File: src/rtl/tmds_rx_if.sv
// tmds_rx_if: raw deserialized word in, decoded symbol/lock status out (TMDS_RX_LOSS_CNT_EN adds loss_cnt_o/loss_o)
interface tmds_rx_if;
  logic [9:0] d_i;
  logic       de_o;
  logic       c1_o;
  logic       c0_o;
  logic [7:0] d_o;
  logic       locked_o;
  logic [3:0] slip_o;
`ifdef TMDS_RX_LOSS_CNT_EN
  logic [15:0] loss_cnt_o;
  logic        loss_o;
  modport master(output d_i, input de_o, c1_o, c0_o, d_o, locked_o, slip_o, loss_cnt_o, loss_o);
  modport slave(input d_i, output de_o, c1_o, c0_o, d_o, locked_o, slip_o, loss_cnt_o, loss_o);
`else
  modport master(output d_i, input de_o, c1_o, c0_o, d_o, locked_o, slip_o);
  modport slave(input d_i, output de_o, c1_o, c0_o, d_o, locked_o, slip_o);
`endif
endinterface

File: src/rtl/tmds_rx_channel.sv
// tmds_rx_channel: TMDS symbol aligner, lock tracker and decoder; TMDS_RX_LOSS_CNT_EN adds lock-loss counter/pulse
module tmds_rx_channel #(
  parameter int SEARCH_WIN = 4096,
  parameter int LOCK_RUN   = 16
) (
  input logic      clk_i,
  input logic      rst_n_i,
  tmds_rx_if.slave rx
);
  localparam int WW = $clog2(SEARCH_WIN);
  localparam int RW = $clog2(LOCK_RUN + 1);
  localparam logic [WW-1:0] WIN_LAST = WW'(SEARCH_WIN - 1);
  localparam logic [RW-1:0] RUN_LAST = RW'(LOCK_RUN - 1);
  localparam logic [RW-1:0] RUN_MAX  = RW'(LOCK_RUN);
  typedef enum logic {SEARCH, LOCKED} state_t;
  state_t        state_q, state_n;
  logic [WW-1:0] win_q, win_n;
  logic [RW-1:0] run_q, run_n;
  logic [3:0]    slip_q, slip_n;
  logic [9:0]    d_q, sym_q;
  logic          tok;
  logic [1:0]    tok_c;
  logic [7:0]    dd, dec;
  assign tok   = sym_q inside {10'h354, 10'h0AB, 10'h154, 10'h2AB};
  assign tok_c = {sym_q == 10'h154 || sym_q == 10'h2AB, sym_q == 10'h0AB || sym_q == 10'h2AB};
  assign dd    = sym_q[9] ? ~sym_q[7:0] : sym_q[7:0];
  assign dec[0] = dd[0];
  for (genvar i = 1; i < 8; i++) begin : g_dec
    assign dec[i] = dd[i] ^ dd[i-1] ^ ~sym_q[8];
  end
  // d_q holds the earlier bits, so shifting by slip picks a 10-bit window straddling both words
  always_ff @(posedge clk_i) begin
    if (!rst_n_i) begin
      d_q   <= '0;
      sym_q <= '0;
    end else begin
      d_q   <= rx.d_i;
      sym_q <= 10'({rx.d_i, d_q} >> slip_q);
    end
  end
  always_ff @(posedge clk_i) begin
    if (!rst_n_i) begin
      state_q <= SEARCH;
      win_q   <= '0;
      run_q   <= '0;
      slip_q  <= '0;
    end else begin
      state_q <= state_n;
      win_q   <= win_n;
      run_q   <= run_n;
      slip_q  <= slip_n;
    end
  end
  // lock wins over a slip advance landing in the same cycle
  always_comb begin
    state_n = state_q;
    win_n   = win_q + 1'b1;
    run_n   = run_q;
    slip_n  = slip_q;
    if (state_q == SEARCH) begin
      run_n = !tok ? '0 : (run_q == RUN_MAX ? run_q : run_q + 1'b1);
      if (tok && run_q == RUN_LAST) begin
        state_n = LOCKED;
        win_n   = '0;
        run_n   = '0;
      end else if (win_q == WIN_LAST) begin
        slip_n = slip_q == 4'd9 ? 4'd0 : slip_q + 4'd1;
        win_n  = '0;
        run_n  = '0;
      end
    end else begin
      win_n = tok ? '0 : win_q + 1'b1;
      if (!tok && win_q == WIN_LAST) begin
        state_n = SEARCH;
        win_n   = '0;
        run_n   = '0;
      end
    end
  end
  always_ff @(posedge clk_i) begin
    if (!rst_n_i || state_q != LOCKED) begin
      rx.de_o <= 1'b0;
      rx.c1_o <= 1'b0;
      rx.c0_o <= 1'b0;
      rx.d_o  <= '0;
    end else begin
      rx.de_o <= !tok;
      rx.d_o  <= tok ? 8'h00 : dec;
      if (tok) {rx.c1_o, rx.c0_o} <= tok_c;
    end
  end
  assign rx.locked_o = state_q == LOCKED;
  assign rx.slip_o   = slip_q;
`ifdef TMDS_RX_LOSS_CNT_EN
  logic        lost, loss_q;
  logic [15:0] loss_cnt_q;
  assign lost = state_q == LOCKED && state_n == SEARCH;
  always_ff @(posedge clk_i) begin
    if (!rst_n_i) begin
      loss_q     <= 1'b0;
      loss_cnt_q <= '0;
    end else begin
      loss_q     <= lost;
      loss_cnt_q <= loss_cnt_q + 16'(lost && ~&loss_cnt_q);
    end
  end
  assign rx.loss_o     = loss_q;
  assign rx.loss_cnt_o = loss_cnt_q;
`endif
endmodule

File: src/flat_wrapper.sv
// flat-port wrapper written by rule: the top's interface ports become plain ports
module tmds_rx_channel_flat 
#(
  parameter int SEARCH_WIN = 4096,
  parameter int LOCK_RUN   = 16
)
  (clk_i, rst_n_i, rx_d_i, rx_de_o, rx_c1_o, rx_c0_o, rx_d_o, rx_locked_o, rx_slip_o);
  tmds_rx_if rx_i ();
  input logic clk_i;
  input logic rst_n_i;
  input wire logic [$bits(rx_i.d_i)-1:0] rx_d_i;
  output wire logic [$bits(rx_i.de_o)-1:0] rx_de_o;
  output wire logic [$bits(rx_i.c1_o)-1:0] rx_c1_o;
  output wire logic [$bits(rx_i.c0_o)-1:0] rx_c0_o;
  output wire logic [$bits(rx_i.d_o)-1:0] rx_d_o;
  output wire logic [$bits(rx_i.locked_o)-1:0] rx_locked_o;
  output wire logic [$bits(rx_i.slip_o)-1:0] rx_slip_o;
  assign rx_i.d_i = rx_d_i;
  assign rx_de_o = rx_i.de_o;
  assign rx_c1_o = rx_i.c1_o;
  assign rx_c0_o = rx_i.c0_o;
  assign rx_d_o = rx_i.d_o;
  assign rx_locked_o = rx_i.locked_o;
  assign rx_slip_o = rx_i.slip_o;
  tmds_rx_channel #(.SEARCH_WIN(SEARCH_WIN), .LOCK_RUN(LOCK_RUN)) u_core (.clk_i(clk_i), .rst_n_i(rst_n_i), .rx(rx_i));
endmodule
File: config.mk
export PLATFORM = sky130hd
export DESIGN_NAME = tmds_rx_channel_flat
export DESIGN_NICKNAME = d
export VERILOG_FILES = /design/src/rtl/tmds_rx_if.sv /design/src/rtl/tmds_rx_channel.sv /design/src/flat_wrapper.sv
export SDC_FILE = /design/constraint.sdc
export NUM_CORES = 1
export LEC_CHECK = 0
export CORE_UTILIZATION = 30
export CTS_CLUSTER_DIAMETER = 50
export DETAILED_ROUTE_END_ITERATION = 10
export HOLD_SLACK_MARGIN = 0.15
export SYNTH_ARGS = -nofsm -noshare
export SYNTH_HDL_FRONTEND = slang
export SYNTH_SLANG_ARGS = --single-unit
File: constraint.sdc
create_clock -name clk_i -period 3.3 [get_ports clk_i]
set_input_delay 0.495 -clock clk_i [delete_from_list [all_inputs] [get_ports clk_i]]
set_output_delay 0.495 -clock clk_i [all_outputs]
set_load 0.02 [all_outputs]
== Yosys cells after proc, flatten, opt, wreduce, memory -nomap -nowiden ==
Cells that the tools add are included.

* Register bits: 53
* Output and inout port bits: 16

* $add $sub $neg: 3
* Equal/unequal tests: 10
* Shift-type cells: 1
* Mux-type cells: 16
* Bitwise logic cells: 18
* Reductions and logical operators: 11

{| class="wikitable"
|+ Operator list
! kind !! number
|-
| 12-bit two-way mux || 5
|-
| 5-bit two-way mux || 6
|-
| 10-bit == test (second input constant) || 2
|-
| 20-bit by 4-bit >> shifter with 10-bit output || 1
|-
| 1-bit XOR || 14
|-
| 12-bit by 1-bit adder with 12-bit output (second input constant) || 1
|-
| 12-bit == test (second input constant) || 1
|-
| 10-bit by 8-bit == test with 1-bit output (second input constant) || 1
|-
| 10-bit by 9-bit == test with 1-bit output (second input constant) || 1
|-
| 8-bit two-way mux || 1
|-
| 8-bit NOT || 1
|-
| 5-bit by 1-bit adder with 5-bit output (second input constant) || 1
|-
| 5-bit by 4-bit == test with 1-bit output (second input constant) || 1
|-
| 5-bit == test (second input constant) || 1
|-
| 5-bit by 4-bit inequality test with 1-bit output (second input constant) || 1
|-
| 4-bit by 1-bit adder with 4-bit output (second input constant) || 1
|-
| 4-bit == test (second input constant) || 1
|-
| 4-bit two-way mux || 1
|-
| 4-bit nonzero test || 1
|-
| 1-bit logical OR || 3
|-
| 1-bit two-way mux || 3
|-
| 1-bit NOT || 3
|-
| 3-bit AND reduction || 1
|-
| 1-bit logical AND || 2
|-
| 4 further kinds || 5
|}

== Logic depth before layout (Yosys ltp) ==
Gate-level depths: netlist of run 1.

* Depth after elaboration: 6
* Mapped depth: 7
* Mapped depth without buffers: 6

== Least setup slack after synthesis of run 1 ==
OpenSTA, ideal clock, no wires.

* Path kind: register to register
* Start: register u_core.slip_q[0] (netlist: u_core.rx.slip_o[0])
* End: register u_core.sym_q[5]
* Arrival time: 1.768 ns
* Data required time: 3.185 ns
* Setup slack: 1.417 ns
* Cell stages (with the launch flop): 5
* Clock period less this slack: 1.883 ns
* Path through: dfxtp_1 buf_2 mux4_2 mux4_2 and2_1

* Word-level cells in the longest chain between the ends: 1

{| class="wikitable"
|+ Ends and longest elaborated chain
! what !! line !! source
|-
| from (decl) || tmds_rx_channel.sv:19 || <nowiki>logic [3:0] slip_q, slip_n;</nowiki>
|-
| from (signal assigned) || tmds_rx_channel.sv:51 || <nowiki>slip_q <= slip_n;</nowiki>
|-
| 20-bit by 4-bit >> shifter with 10-bit output || tmds_rx_channel.sv:38 || <nowiki>sym_q <= 10'({rx.d_i, d_q} >> slip_q);</nowiki>
|-
| to (signal assigned) || tmds_rx_channel.sv:38 ||
|-
| to (decl) || tmds_rx_channel.sv:20 || <nowiki>logic [9:0] d_q, sym_q;</nowiki>
|}

No other way between the ends.
A chain may end at the register's enable or synchronous reset.

== Final worst setup path of run 1 ==
* Start: register u_core.slip_q[0] (netlist: u_core.rx.slip_o[0])
* End: output port rx_slip_o[0]

{| class="wikitable"
|+ RTL lines
! what !! line !! source
|-
| to (decl) || flat_wrapper.sv:17 || <nowiki>output wire logic [$bits(rx_i.slip_o)-1:0] rx_slip_o;</nowiki>
|}

No word-level cell between the ends.

==> impl_metrics.json, run 1 <==
{
  "synth_compound_area_share_pct": 13.5,
  "cts_buffers": 5,
  "cp_top_family": "buffers and inverters",
  "synth_mux_area_share_pct": 13.7,
  "crit_path_max_incr_delay_ns": 0.81,
  "io_buffers": 27,
  "fin_skew_ns": 0.00908,
  "num_antenna_cells": 0,
  "final_nets": 342,
  "final_hold_viol_count": 0,
  "worst_slew_pin_slew_ns": 0.833,
  "syn_to_final_growth_pct": 16.2,
  "die_area_sq_mm": 0.00974,
  "synth_flop_cell": "dfxtp_1",
  "max_slew_margin_pct": 44.4,
  "synth_edf_count": 0,
  "seq_area_sq_mm": 0.00106,
  "core_sq_mm": 0.00889,
  "rsz0062_at_grt": "false",
  "max_freq_mhz": 395,
  "worst_ir_drop_vdd_mv": 0.238,
  "drtIter0Drc": 82,
  "via_count": 2144,
  "drcViolationCount": 0,
  "die_h_microns": 98.7,
  "min_path_type": "flop to flop",
  "final_antenna_net_count": 0,
  "grt_pass1_vias": 2041,
  "cts_tree": "yes",
  "firstDrtPassIters": 4,
  "cp_slowest_cell": "dfxtp_1",
  "start_util_pct": 31.6,
  "avgSynthCellArea_sq_um": 9.23,
  "p_leak_nw": 1.22,
  "seq_area_frac_synth_pct": 37.8,
  "hold-path-cell-count": 2,
  "setup_viol": 0,
  "hp-start": "u_core.run_q[4]$_SDFFE_PN0P_",
  "die_w_microns": 98.7,
  "synthAdderAreaFrac_pct": 1.78,
  "place_congestion": 0.837,
  "grt_antenna_before_repair": 0,
  "slew_viol_final": 0,
  "dpl.hpwl_mm": 4.23,
  "tns_ns": 0,
  "crit_path_start_kind": "flop",
  "worstPathMaxFanout": 17,
  "period_minus_slack_ns": 2.53,
  "netlist_area_sq_mm": 0.00281,
  "timing.final.crit_share_pct": 76.7,
  "grt.total_usage_pct": 12.4,
  "drive_gt1_share_pct": 10.7,
  "syn_inst": 304,
  "grt_overflow_total": 0,
  "criticalPathCategory": "flop to output pin",
  "grt_max_degree": 26,
  "worst-endpoint-required_ns": 2.80,
  "holdBufCountCts": 0,
  "clkSlewWorstSetupHoldPaths_ns": 0.09,
  "end_kind": "output pin",
  "pre_cts_ws_ns": 1.02,
  "synth_top_family_by_area": "simple AND/OR/NAND/NOR gates",
  "crit_buf_inv": 2,
  "cp-startpoint": "u_core.rx.slip_o[0]$_SDFFE_PN0P_",
  "routedWlPerCell_microns": 12.8,
  "layout_commonest_cell": "dfxtp_1",
  "powerDensity_mw_per_mm2": 345,
  "h-tree-depth": 2,
  "crit_chain": "buf_4, clkdlybuf4s50_1",
  "via_per_inst": 4.93,
  "maxCapViolations": 0,
  "clkSinkCount": 53,
  "grt_first_pass_wirelength_mm": 9.70,
  "synthArstFlopShare_pct": 0,
  "synth-simple-area-share_pct": 22.5,
  "synth_cell_types": 48,
  "ys_ff_latch": 53,
  "synth_xor_area_share_pct": 6.87,
  "layout_common_cells": "53 x dfxtp_1, 34 x nor2_1, 33 x nand2_1",
  "setup_slack_ns": 0.769,
  "yosys_warnings": 0,
  "multi_input_area_sq_mm": 0.00164,
  "rows": 34,
  "nFillCells": 903,
  "critical_path_depth": 2,
  "outcome": "finished, final reports clean",
  "crit_arrival_ns": 2.04,
  "cts_buffer_depth": 2,
  "cts_root_buf": "clkbuf_8",
  "reg2reg_depth": 5,
  "clkLatencyLatePin_ns": 0.30,
  "post_cts_buffers": 0,
  "r2r-start": "u_core.rx.slip_o[1]$_SDFFE_PN0P_",
  "synth_fp_nets": 320,
  "ios": 28,
  "routed_wl_mm": 5.58,
  "cts-resized-gates": 0
}
## per-stage QoR
step | cell area [sq um] | std cells | util, % | hold WS [ns] | total power [W]
detailed placement | 3170 | 427 | 35.7 | 0.455 | 0.000776
global placement | 3170 | 427 | 35.7 | 0.449 | 0.000775
global route | 3260 | 435 | 36.7 | 0.508 | 0.00118
floorplan | 2810 | 304 | - | 0.435 | 0.000741
CTS | 3260 | 435 | 36.7 | 0.488 | 0.00113
finish | 3260 | 435 | 36.7 | 0.489 | 0.00113
## path summary, 6_finish.rpt
check	endpoint	slack [ns]
min	u_core.run_q[4]$_SDFFE_PN0P_	0.49
max reg2reg	u_core.sym_q[5]$_SDFF_PN0_	1.02
min reg2reg	u_core.run_q[4]$_SDFFE_PN0P_	0.49
max	rx_slip_o[0]	0.77
## state kept, by name, indices dropped and copies added (netlist names)
name,cells
u_core.d_q,10
u_core.run_q,5
u_core.rx.c0_o,1
u_core.rx.c1_o,1
u_core.rx.d_o,8
u_core.rx.de_o,1
u_core.rx.locked_o,1
u_core.rx.slip_o,4
u_core.sym_q,10
u_core.win_q,12
## power by group
group          internal (W)  switching, W
registers          0.000654     0.0000140
clock network      0.000152      0.000214
logic             0.0000490     0.0000438
total              0.000855      0.000271
## cells in the mapped netlist (all sizes together), types with 2 or more instances
cell    count  area share, %
nand3      12            2.3
nand4       4            1.6
o311ai      2           0.62
nor3        5           0.89
o22ai       2           0.45
o211ai      3           0.98
nor2b       2           0.45
a211oi      9            2.4
ha          4            1.8
and2       15            3.3
o21ai       5           0.89
o211a       4            1.4
o31ai       2           0.54
dfxtp      53             38
mux2i      16            5.7
nand2b      3           0.67
nor3b       2           0.54
or4         2           0.54
mux4        8            6.4
nor2       34            4.5
a21oi      12            2.1
a31oi       3           0.67
mux2        4            1.6
buf         5           0.89
and3        3           0.71
clkbuf     11            1.5
xnor2      16            5.0
inv        10            1.3
nand2      33            4.4
xor2        6            1.9
## worst register-to-register path: cells and delay by family (launching register included)
family	cells	cell delay [ns]
mux	2	0.70
flops	1	0.88
compound gates	1	0.12
buf+inv	1	0.31
simple gates	1	0.17
## layer usage
metal	share of wire (%)	routed length [microns]	GRT usage [%]	vias to the layer above
li1	-	-	-	1111
met1	53	2980	17.8	986
met2	43	2390	19.2	43
met3	2.8	155	2.06	4
met4	1.0	58	3.44	0
met5	0	0	0	-
## kinds of logic after synthesis
group | count (synthesis)
AOI/OAI and AO/OA | 49
muxes | 28
buffers and inverters | 27
xor gates and xnor gates | 22
DFF | 53
adders and majority gates | 4
and+or+nand+nor | 121
## area by class of cell
type | count | area share [%]
clock buffers | 6 | 2.23
repair buffers | 31 | 9.21
flip-flops and latches | 53 | 32.5
well taps | 108 | 4.14
multi-input cells | 224 | 50.2
inverters | 11 | 1.27
clock inverters | 2 | 0.422
Note: power is estimated with default switching activity, not from simulation.
==> run 2, diff against run 1 <==
clock period = 2.5 ns   (was 3.3 ns; I/O delays follow)
==> run 2 against run 1 <==
  * First-iteration DRC count up 8.5%
  * Worst setup slack lost 0.52 ns
  * Clock power increased by 86%
  * Combinational power increased by 33%
==> impl_metrics.json, run 2 (synthesized netlist as in run 1, its figures left out) <==
{
  "drive_gt1_share_pct": 12.6,
  "reg2reg_depth": 5,
  "rsz0062_at_grt": "false",
  "layout_commonest_cell": "dfxtp_1",
  "p_clk_share_pct": 40.3,
  "p_comb_share_pct": 7.3,
  "final_hold_viol_count": 0,
  "routed_wl_mm": 5.76,
  "firstDrtPassIters": 4,
  "grt_max_degree": 26,
  "swShare_pct": 21.2,
  "period_minus_slack_ns": 2.25,
  "crit_path_start_kind": "flop",
  "r2r_setup_slack_ns": 0.39,
  "io_buffers": 27,
  "cts_root_buf": "clkbuf_8",
  "outcome": "finished, final reports clean",
  "layout_common_cells": "53 x dfxtp_1, 34 x nor2_1, 33 x nand2_1",
  "cts-resized-gates": 0,
  "die_w_microns": 98.7,
  "worst-endpoint-required_ns": 2.12,
  "grt.total_usage_pct": 12.9,
  "worst_slew_pin_slew_ns": 0.568,
  "clkLatencyLatePin_ns": 0.30,
  "holdBufCountCts": 0,
  "crit_arrival_ns": 1.88,
  "hp-start": "u_core.run_q[4]$_SDFFE_PN0P_",
  "nFillCells": 911,
  "cts_tree": "yes",
  "min_path_type": "flop to flop",
  "p_leak_nw": 1.27,
  "cts_buffer_depth": 2,
  "finalInstanceArea_sq_mm": 0.00335,
  "num_antenna_cells": 0,
  "timing.final.crit_share_pct": 90.1,
  "worst_ir_drop_vdd_mv": 0.278,
  "grt_antenna_before_repair": 0,
  "rows": 34,
  "hold_end": "u_core.run_q[4]$_SDFFE_PN0P_",
  "dpl.hpwl_mm": 4.36,
  "clkSlewWorstSetupHoldPaths_ns": 0.09,
  "h-tree-depth": 2,
  "worstPathMaxFanout": 10,
  "max_freq_mhz": 444,
  "setup_viol": 0,
  "max_slew_margin_pct": 62.1,
  "cts_buffers": 5,
  "end_kind": "output pin",
  "slew_viol_final": 0,
  "p_int_w": 0.00133,
  "post_cts_buffers": 0,
  "drcViolationCount": 0,
  "grt_pass1_vias": 2114,
  "clkSinkCount": 53,
  "die_h_microns": 98.7,
  "fin_skew_ns": 0.0128,
  "power.switching_w": 0.000356,
  "regMostFlops": "u_core.win_q",
  "hold-path-cell-count": 2,
  "via_count": 2151,
  "final_antenna_net_count": 0,
  "maxCapViolations": 0,
  "core_sq_mm": 0.00889,
  "grt_first_pass_wirelength_mm": 10.2,
  "tns_ns": 0,
  "start_util_pct": 31.6,
  "postPlaceCellArea_sq_mm": 0.00322,
  "place_congestion": 0.876,
  "via_per_inst": 4.88,
  "powerDensity_mw_per_mm2": 502,
  "die_area_sq_mm": 0.00974,
  "r2r-start": "u_core.sym_q[5]$_SDFF_PN0_",
  "criticalPathCategory": "flop to output pin",
  "syn_to_final_growth_pct": 19.5,
  "r2r_end": "u_core.win_q[7]$_SDFF_PN0_",
  "largest_register_ffs": 12,
  "biggestRegsByFlops": "u_core.win_q: 12 flops, u_core.d_q: 10 flops, u_core.sym_q: 10 flops",
  "routedWlPerCell_microns": 13.1,
  "final_nets": 348,
  "drtIter0Drc": 89,
  "grt_overflow_total": 0,
  "ios": 28,
  "pwr-share-seq_pct": 52.4
}
## run 2: changes by cell type in the layout (fill, tap and decap cells not counted), sizes merged
cell,before,now
buf,4,10
clkbuf,6,5
inv,11,10
bufinv,0,2
## run 2: metal layers
layer,wire length (microns),GRT usage [%],vias up,share of wire (%)
met5,0,0,-,0
met4,53,3.44,0,0.92
met3,138,1.99,4,2.4
met2,2480,20.4,33,43
met1,3090,18.4,991,54
li1,-,-,1123,-
## run 2: cell type report
class,instances,area [sq um],share of cell area (%)
well taps,108,135,4.03
flip-flops and latches,53,1060,31.6
clock inverters,3,65.1,1.94
clock buffers,5,68.8,2.05
repair buffers,37,345,10.3
multi-input cells,224,1640,48.8
inverters,11,41.3,1.23
## run 2: worst max-delay path by stage
stage	from	depth (start not counted)	slack (ns)	to
2_1_floorplan	u_core.rx.slip_o[0]$_SDFFE_PN0P_	4	0.62	u_core.sym_q[5]$_SDFF_PN0_
3_3_place_gp	rx_d_i[4]	4	0.43	u_core.sym_q[5]$_SDFF_PN0_
3_5_place_dp	u_core.sym_q[5]$_SDFF_PN0_	5	0.38	u_core.win_q[5]$_SDFF_PN0_
4_1_cts	u_core.rx.slip_o[0]$_SDFFE_PN0P_	2	0.22	rx_slip_o[0]
5_1_grt	u_core.rx.slip_o[0]$_SDFFE_PN0P_	2	0.13	rx_slip_o[0]
6_report	u_core.rx.slip_o[0]$_SDFFE_PN0P_	2	0.25	rx_slip_o[0]
## run 2: power by group through the flow
stage	Clock [W]	Combinational [W]	Sequential, W
floorplan	0	0.0000845	0.000894
global placement	0	0.000123	0.000901
detailed placement	0	0.000125	0.000902
CTS	0.000697	0.000125	0.000882
global route	0.000734	0.000137	0.000885
finish	0.000678	0.000123	0.000882
## run 2: worst max-delay path, cell delays in order (launching register included)
cell             delay (ns)
dfxtp_1                0.67
buf_4                  0.29
clkdlybuf4s50_1        0.62
## run 2: per-stage QoR
| stage | power, W | util, % | cells | setup WS (ns) | hold WS, ns |
|---|---|---|---|---|---|
| 2_1_floorplan | 0.000979 | - | 304 | 0.617 | 0.435 |
| 3_3_place_gp | 0.00102 | 36.2 | 433 | 0.429 | 0.444 |
| 3_5_place_dp | 0.00103 | 36.2 | 433 | 0.378 | 0.456 |
| 4_1_cts | 0.00170 | 37.7 | 441 | 0.219 | 0.470 |
| 5_1_grt | 0.00176 | 37.7 | 441 | 0.127 | 0.496 |
| 6_report | 0.00168 | 37.7 | 441 | 0.247 | 0.465 |
